## src/rtl/reg_rename_file.sv

```systemverilog
// Architectural register file with per-register ROB rename tags.
// Accepts in-order commits and new renames, and serves two combinational operand lookups.
module reg_rename_file #(
  parameter int REG_COUNT      = 32,
  parameter int REG_ADDR_WIDTH = 5,
  parameter int DATA_WIDTH     = 32,
  parameter int TAG_WIDTH      = 4
) (
  input  logic                      clk,
  input  logic                      rst,
  input  logic                      rdy,
  input  logic                      clear,
  input  logic                      issue_valid,
  input  logic [REG_ADDR_WIDTH-1:0] issue_rd,
  input  logic [TAG_WIDTH-1:0]      issue_tag,
  input  logic                      commit_valid,
  input  logic [REG_ADDR_WIDTH-1:0] commit_rd,
  input  logic [TAG_WIDTH-1:0]      commit_tag,
  input  logic [DATA_WIDTH-1:0]     commit_data,
  input  logic [REG_ADDR_WIDTH-1:0] rs1_addr,
  output logic                      rs1_busy,
  output logic [TAG_WIDTH-1:0]      rs1_tag,
  output logic [DATA_WIDTH-1:0]     rs1_data,
  input  logic [REG_ADDR_WIDTH-1:0] rs2_addr,
  output logic                      rs2_busy,
  output logic [TAG_WIDTH-1:0]      rs2_tag,
  output logic [DATA_WIDTH-1:0]     rs2_data
);

  typedef struct packed {
    logic                  busy;
    logic [TAG_WIDTH-1:0]  tag;
    logic [DATA_WIDTH-1:0] data;
  } lookup_t;

  logic [DATA_WIDTH-1:0] data_q [REG_COUNT];
  logic                  busy_q [REG_COUNT];
  logic [TAG_WIDTH-1:0]  tag_q  [REG_COUNT];

  // Entry 0 is only ever written by reset, so it stays zero and never busy.
  always_ff @(posedge clk) begin
    if (rst) begin
      // NOTE: the whole file is reset, data included, because lookups of
      // never-written registers must return zero rather than X.
      for (int i = 0; i < REG_COUNT; i++) begin
        data_q[i] <= '0;
        busy_q[i] <= 1'b0;
        tag_q[i]  <= '0;
      end
    end else if (rdy) begin
      // NOTE: non-blocking throughout so every register sees pre-edge busy/tag
      // when deciding whether a commit retires its rename.
      for (int i = 1; i < REG_COUNT; i++) begin
        if (commit_valid && commit_rd == REG_ADDR_WIDTH'(i)) begin
          data_q[i] <= commit_data;
        end
        if (clear) begin
          busy_q[i] <= 1'b0;
          tag_q[i]  <= '0;
        end else if (issue_valid && issue_rd == REG_ADDR_WIDTH'(i)) begin
          busy_q[i] <= 1'b1;
          tag_q[i]  <= issue_tag;
        end else if (commit_valid && commit_rd == REG_ADDR_WIDTH'(i) &&
                     busy_q[i] && tag_q[i] == commit_tag) begin
          busy_q[i] <= 1'b0;
        end
      end
    end
  end

  // A commit retiring the current rename is forwarded in the same cycle,
  // independent of rdy; a newer outstanding rename keeps the register busy.
  function automatic lookup_t lookup(
    input logic [REG_ADDR_WIDTH-1:0] addr,
    input logic                      busy,
    input logic [TAG_WIDTH-1:0]      tag,
    input logic [DATA_WIDTH-1:0]     data,
    input logic                      c_valid,
    input logic [REG_ADDR_WIDTH-1:0] c_rd,
    input logic [TAG_WIDTH-1:0]      c_tag,
    input logic [DATA_WIDTH-1:0]     c_data
  );
    lookup_t r;
    r = '0;
    if (addr == '0) begin
      r = '0;
    end else if (c_valid && c_rd == addr && busy && tag == c_tag) begin
      r.data = c_data;
    end else if (busy) begin
      r.busy = 1'b1;
      r.tag  = tag;
    end else begin
      r.data = data;
    end
    return r;
  endfunction

  lookup_t rs1_res;
  lookup_t rs2_res;

  always_comb begin
    // NOTE: defaults first so no path through this block can infer a latch.
    rs1_res = '0;
    rs2_res = '0;
    rs1_res = lookup(rs1_addr, busy_q[rs1_addr], tag_q[rs1_addr], data_q[rs1_addr],
                     commit_valid, commit_rd, commit_tag, commit_data);
    rs2_res = lookup(rs2_addr, busy_q[rs2_addr], tag_q[rs2_addr], data_q[rs2_addr],
                     commit_valid, commit_rd, commit_tag, commit_data);
  end

  assign rs1_busy = rs1_res.busy;
  assign rs1_tag  = rs1_res.tag;
  assign rs1_data = rs1_res.data;
  assign rs2_busy = rs2_res.busy;
  assign rs2_tag  = rs2_res.tag;
  assign rs2_data = rs2_res.data;

endmodule

```

## config.mk

```make
export PLATFORM = sky130hd
export DESIGN_NAME = reg_rename_file
export DESIGN_NICKNAME = d
export VERILOG_FILES = /design/src/rtl/reg_rename_file.sv
export SDC_FILE = /design/constraint.sdc
export NUM_CORES = 2
export LEC_CHECK = 0
export BUFFER_PORTS_ARGS = -buffer_cell sky130_fd_sc_hd__buf_4
export CAP_MARGIN = 10
export CORE_AREA = 4 4 472 474
export CTS_BUF_LIST = sky130_fd_sc_hd__clkbuf_8
export CTS_CLUSTER_DIAMETER = 80
export CTS_CLUSTER_SIZE = 14
export DETAILED_ROUTE_END_ITERATION = 10
export DIE_AREA = 0 0 476 478
export SYNTH_ARGS = -nofsm -noshare
export SYNTH_HDL_FRONTEND = slang
export SYNTH_SLANG_ARGS = --single-unit
```

## constraint.sdc

```tcl
create_clock -name clk -period 6.9 [get_ports clk]
set_input_delay 0.345 -clock clk [delete_from_list [all_inputs] [get_ports clk]]
set_output_delay 0.345 -clock clk [all_outputs]
set_load 0.1 [all_outputs]
```

==> summary.txt <==
Run status
  – Status: finished clean

Logic synthesis
  – Synth top area share: 56.6%
  – Post-synthesis compound-gate area fraction: 5.11%
  – Most instantiated cells after synthesis: 1147 x edfxtp_1, 672 x nor2_1, 555 x mux4_2, 258 x clkbuf_1, 244 x nand2_1
  – Combinational family with the most area after synthesis: multiplexers
  – Cell area after synthesis: 0.0608 mm²
  – Number of enable flip-flop cells after synthesis: roughly 1100
  – Most common cell in the netlist: edfxtp_1
  – Synth area leaders: edfxtp_1 57%, mux4_2 21%, nor2_1 4.1%
  – Fraction of registers with async set/reset: 0%
  – Proportion of synthesized area in mux cells: 23.4%
  – Synth Warn #: 0
  – Mapped Cells: 4173
  – Synth Area in XOR/XNOR: under 10%
  – Simple-gate share of the synthesized area: 9.28%
  – Cell accounting for the most synthesized area: edfxtp_1
  – FF+latch count, synth: 1147
  – Mapped Nets: 4239
  – Avg Synthesized Cell Area: 14.6 µm²
  – Post-synthesis sequential area ratio: 56.6%
  – Post-Synth Adder-Cell Area: 0%
  – Synth Flop Type: edfxtp_1
  – Post-synthesis cell type count: 69

Clocking
  – Clock sink total: 1147
  – Clock Latency Late Sink: between 0.8 and 0.9 ns
  – CTS tree: built
  – Post-CTS resize count: 0
  – Post-CTS Setup Inserts: 0
  – Num CTS Buffers: 92
  – Clk buf depth: 3
  – Clock transition at path regs: 0.11 ns
  – Htree depth: 3
  – Root Buffer: clkbuf_8
  – CTS hold repair buffers: 0

Setup path
  – Worst-path fanout max: 5
  – Top delay family on crit path: compound AO/OA/AOI/OAI gates
  – Crit path arrival time: 5.35 ns
  – Slowest CP cell: o31ai_1
  – Buffers and inverters on the worst path: 1
  – Reg2Reg Setup Slack: 5.24 ns
  – Startpoint Class: flop
  – Worst endpoint required time: 6.55 ns
  – CP max stage delay: 1.16 ns
  – Cell mode on critical path: o31ai_1
  – Crit. End Element: primary output
  – Cell breakdown of the critical path: mux4_2, a22o_1, o21ai_0, o31ai_1, xnor2_1, nand4_1, o31ai_1, buf_4
  – Crit Path Category: flop to primary output

STA
  – Fraction of the cycle the final worst path needs: 82.5%
  – Least-Margin Pin Slew: ~1.2 ns
  – Fmax: between 150 and 200 MHz
  – Clk_skew: roughly 0.023 ns
  – Hold_ws: 0.120 ns
  – Rel. slew slack: 18.7%
  – Final Max Tran Viols: 0
  – RSZ-0062 raised after global routing: false
  – Minimum clock period after layout: 5.69 ns
  – Endpoints failing setup: 0
  – Setup TNS: 0 ns
  – Final Hold Vio Count: 0

Hold path
  – Hold crit path type: primary input to flop

Routing
  – Via count: ~40000
  – DRC: 0
  – Mean number of vias per cell: 5.76
  – WL/cell: between 30 and 40 µm
  – Drt total wl: around 210000 µm
  – Post-route ant nets: 0
  – Initial detailed-routing violation count: 5398
  – 1st-pass router iterations: 6

Placement
  – GP Congestion: 0.885
  – PortBufs: 139
  – HPWL after DPL: 125000 µm

Layout
  – Reg area: 0.0344 mm²
  – Fillcell total: about 22000
  – Layout cells sized above 1: approximately 25%
  – Final #Nets: between 4000 and 5000
  – Layout area overhead: 8.62%
  – Area occupied by multi-input gates: 0.0245 mm²

Floorplan
  – Starting Density: 27.8%
  – Io pins: 140
  – DIE AREA: 0.228 mm²
  – # rows: 172
  – Core box area: about 0.22 mm²
  – Die width: 476 µm
  – Die span in y: 478 µm

Global route
  – Gr ovfl total: 0
  – Number of global-route vias before repair: 40217
  – Total GRT Usage: a little under a fifth
  – Initial antenna violation count: 7
  – Largest net degree at the start of global routing: ~140
  – First-pass GRT wire length: 302000 µm

Power and ir drop
  – Max VDD drop: 0.150 mV
  – Tot Pwr: ~0.015 W
  – Leakage: 21.3 nW
  – PwrDens: 230 mW/mm²

Flow run
  – Max-cap violations: 0
metrics by stage:
stage	setup slack, ns	area, µm²	cells	utilization [%]
after global routing	1.16	66000	6971	30.2
after CTS	1.29	66000	6966	30.2
after global placement	1.62	64600	6862	29.5
after detailed placement	1.63	64600	6862	29.5
final	1.21	66100	6977	30.2
after floorplan	2.00	60800	4173	-
kinds of logic after synthesis:
logic type             Yosys count
buffers and inverters          461
multiplexers                   723
AO/OA/AOI/OAI                  424
AND/OR/NAND/NOR               1276
flip-flops                    1147
XOR/XNOR                       142
registers in the layout (all words and copies together) (netlist names):
name    flops
busy_q     31
data_q    992
tag_q     124
metal layers:
layer	global-route usage, %	vias to the layer above	part of all wire, %
met5	0	-	0.0098
met4	6.97	4	4.1
met3	5.13	437	12
met2	27.6	2672	45
met1	25.3	21102	39
li1	-	15951	-
area by class of cell:
class / count / area share (%)
well taps: 2871 / 5.44
clock inverters: 9 / 0.227
clock buffers: 95 / 1.98
repair buffers: 227 / 2.77
diodes: 11 / 0.0417
inverters: 52 / 0.307
flip-flops and latches: 1147 / 52.1
multi-input cells: 2565 / 37.1
where the power goes:
group	internal (W)	switching [W]	total (W)
Clock	0.00136	0.00235	0.00371
Combinational	0.00106	0.00199	0.00306
Sequential	0.00815	0.000253	0.00840
Total	0.0106	0.00459	0.0152
final timing paths:
check / start / to / cells after the start
worst min register to register: busy_q[23] / busy_q[23] / 2
worst max-delay path: tag_q[31][1] / rs1_data[11] / 8
worst min-delay path: issue_tag[3] / tag_q[14][3] / 2
worst max register to register: tag_q[4][2] / busy_q[4] / 3
cells in the final DEF (no fill, tap or decap), drive strengths merged, types with 11 or more instances in the layout:
cell type / Yosys / layout
diode: 0 / 11
o211ai: 16 / 16
o21bai: 33 / 33
o311ai: 14 / 14
edfxtp: 1147 / 1147
xnor2: 107 / 107
buf: 151 / 227
o21ai: 114 / 114
and2: 130 / 130
a21o: 12 / 12
nor2: 672 / 672
nand2b: 61 / 61
a221oi: 22 / 22
nand2: 244 / 244
nor3: 12 / 12
o2111ai: 17 / 17
o31ai: 15 / 15
mux2: 46 / 46
nor2b: 17 / 17
a21oi: 18 / 18
mux2i: 122 / 122
or3: 23 / 23
nand3: 50 / 50
inv: 51 / 56
xor2: 35 / 35
nand4: 38 / 38
mux4: 555 / 555
clkbuf: 258 / 95
a22o: 58 / 58
o221ai: 64 / 64
No activity file was read; power rests on OpenSTA's default activity.
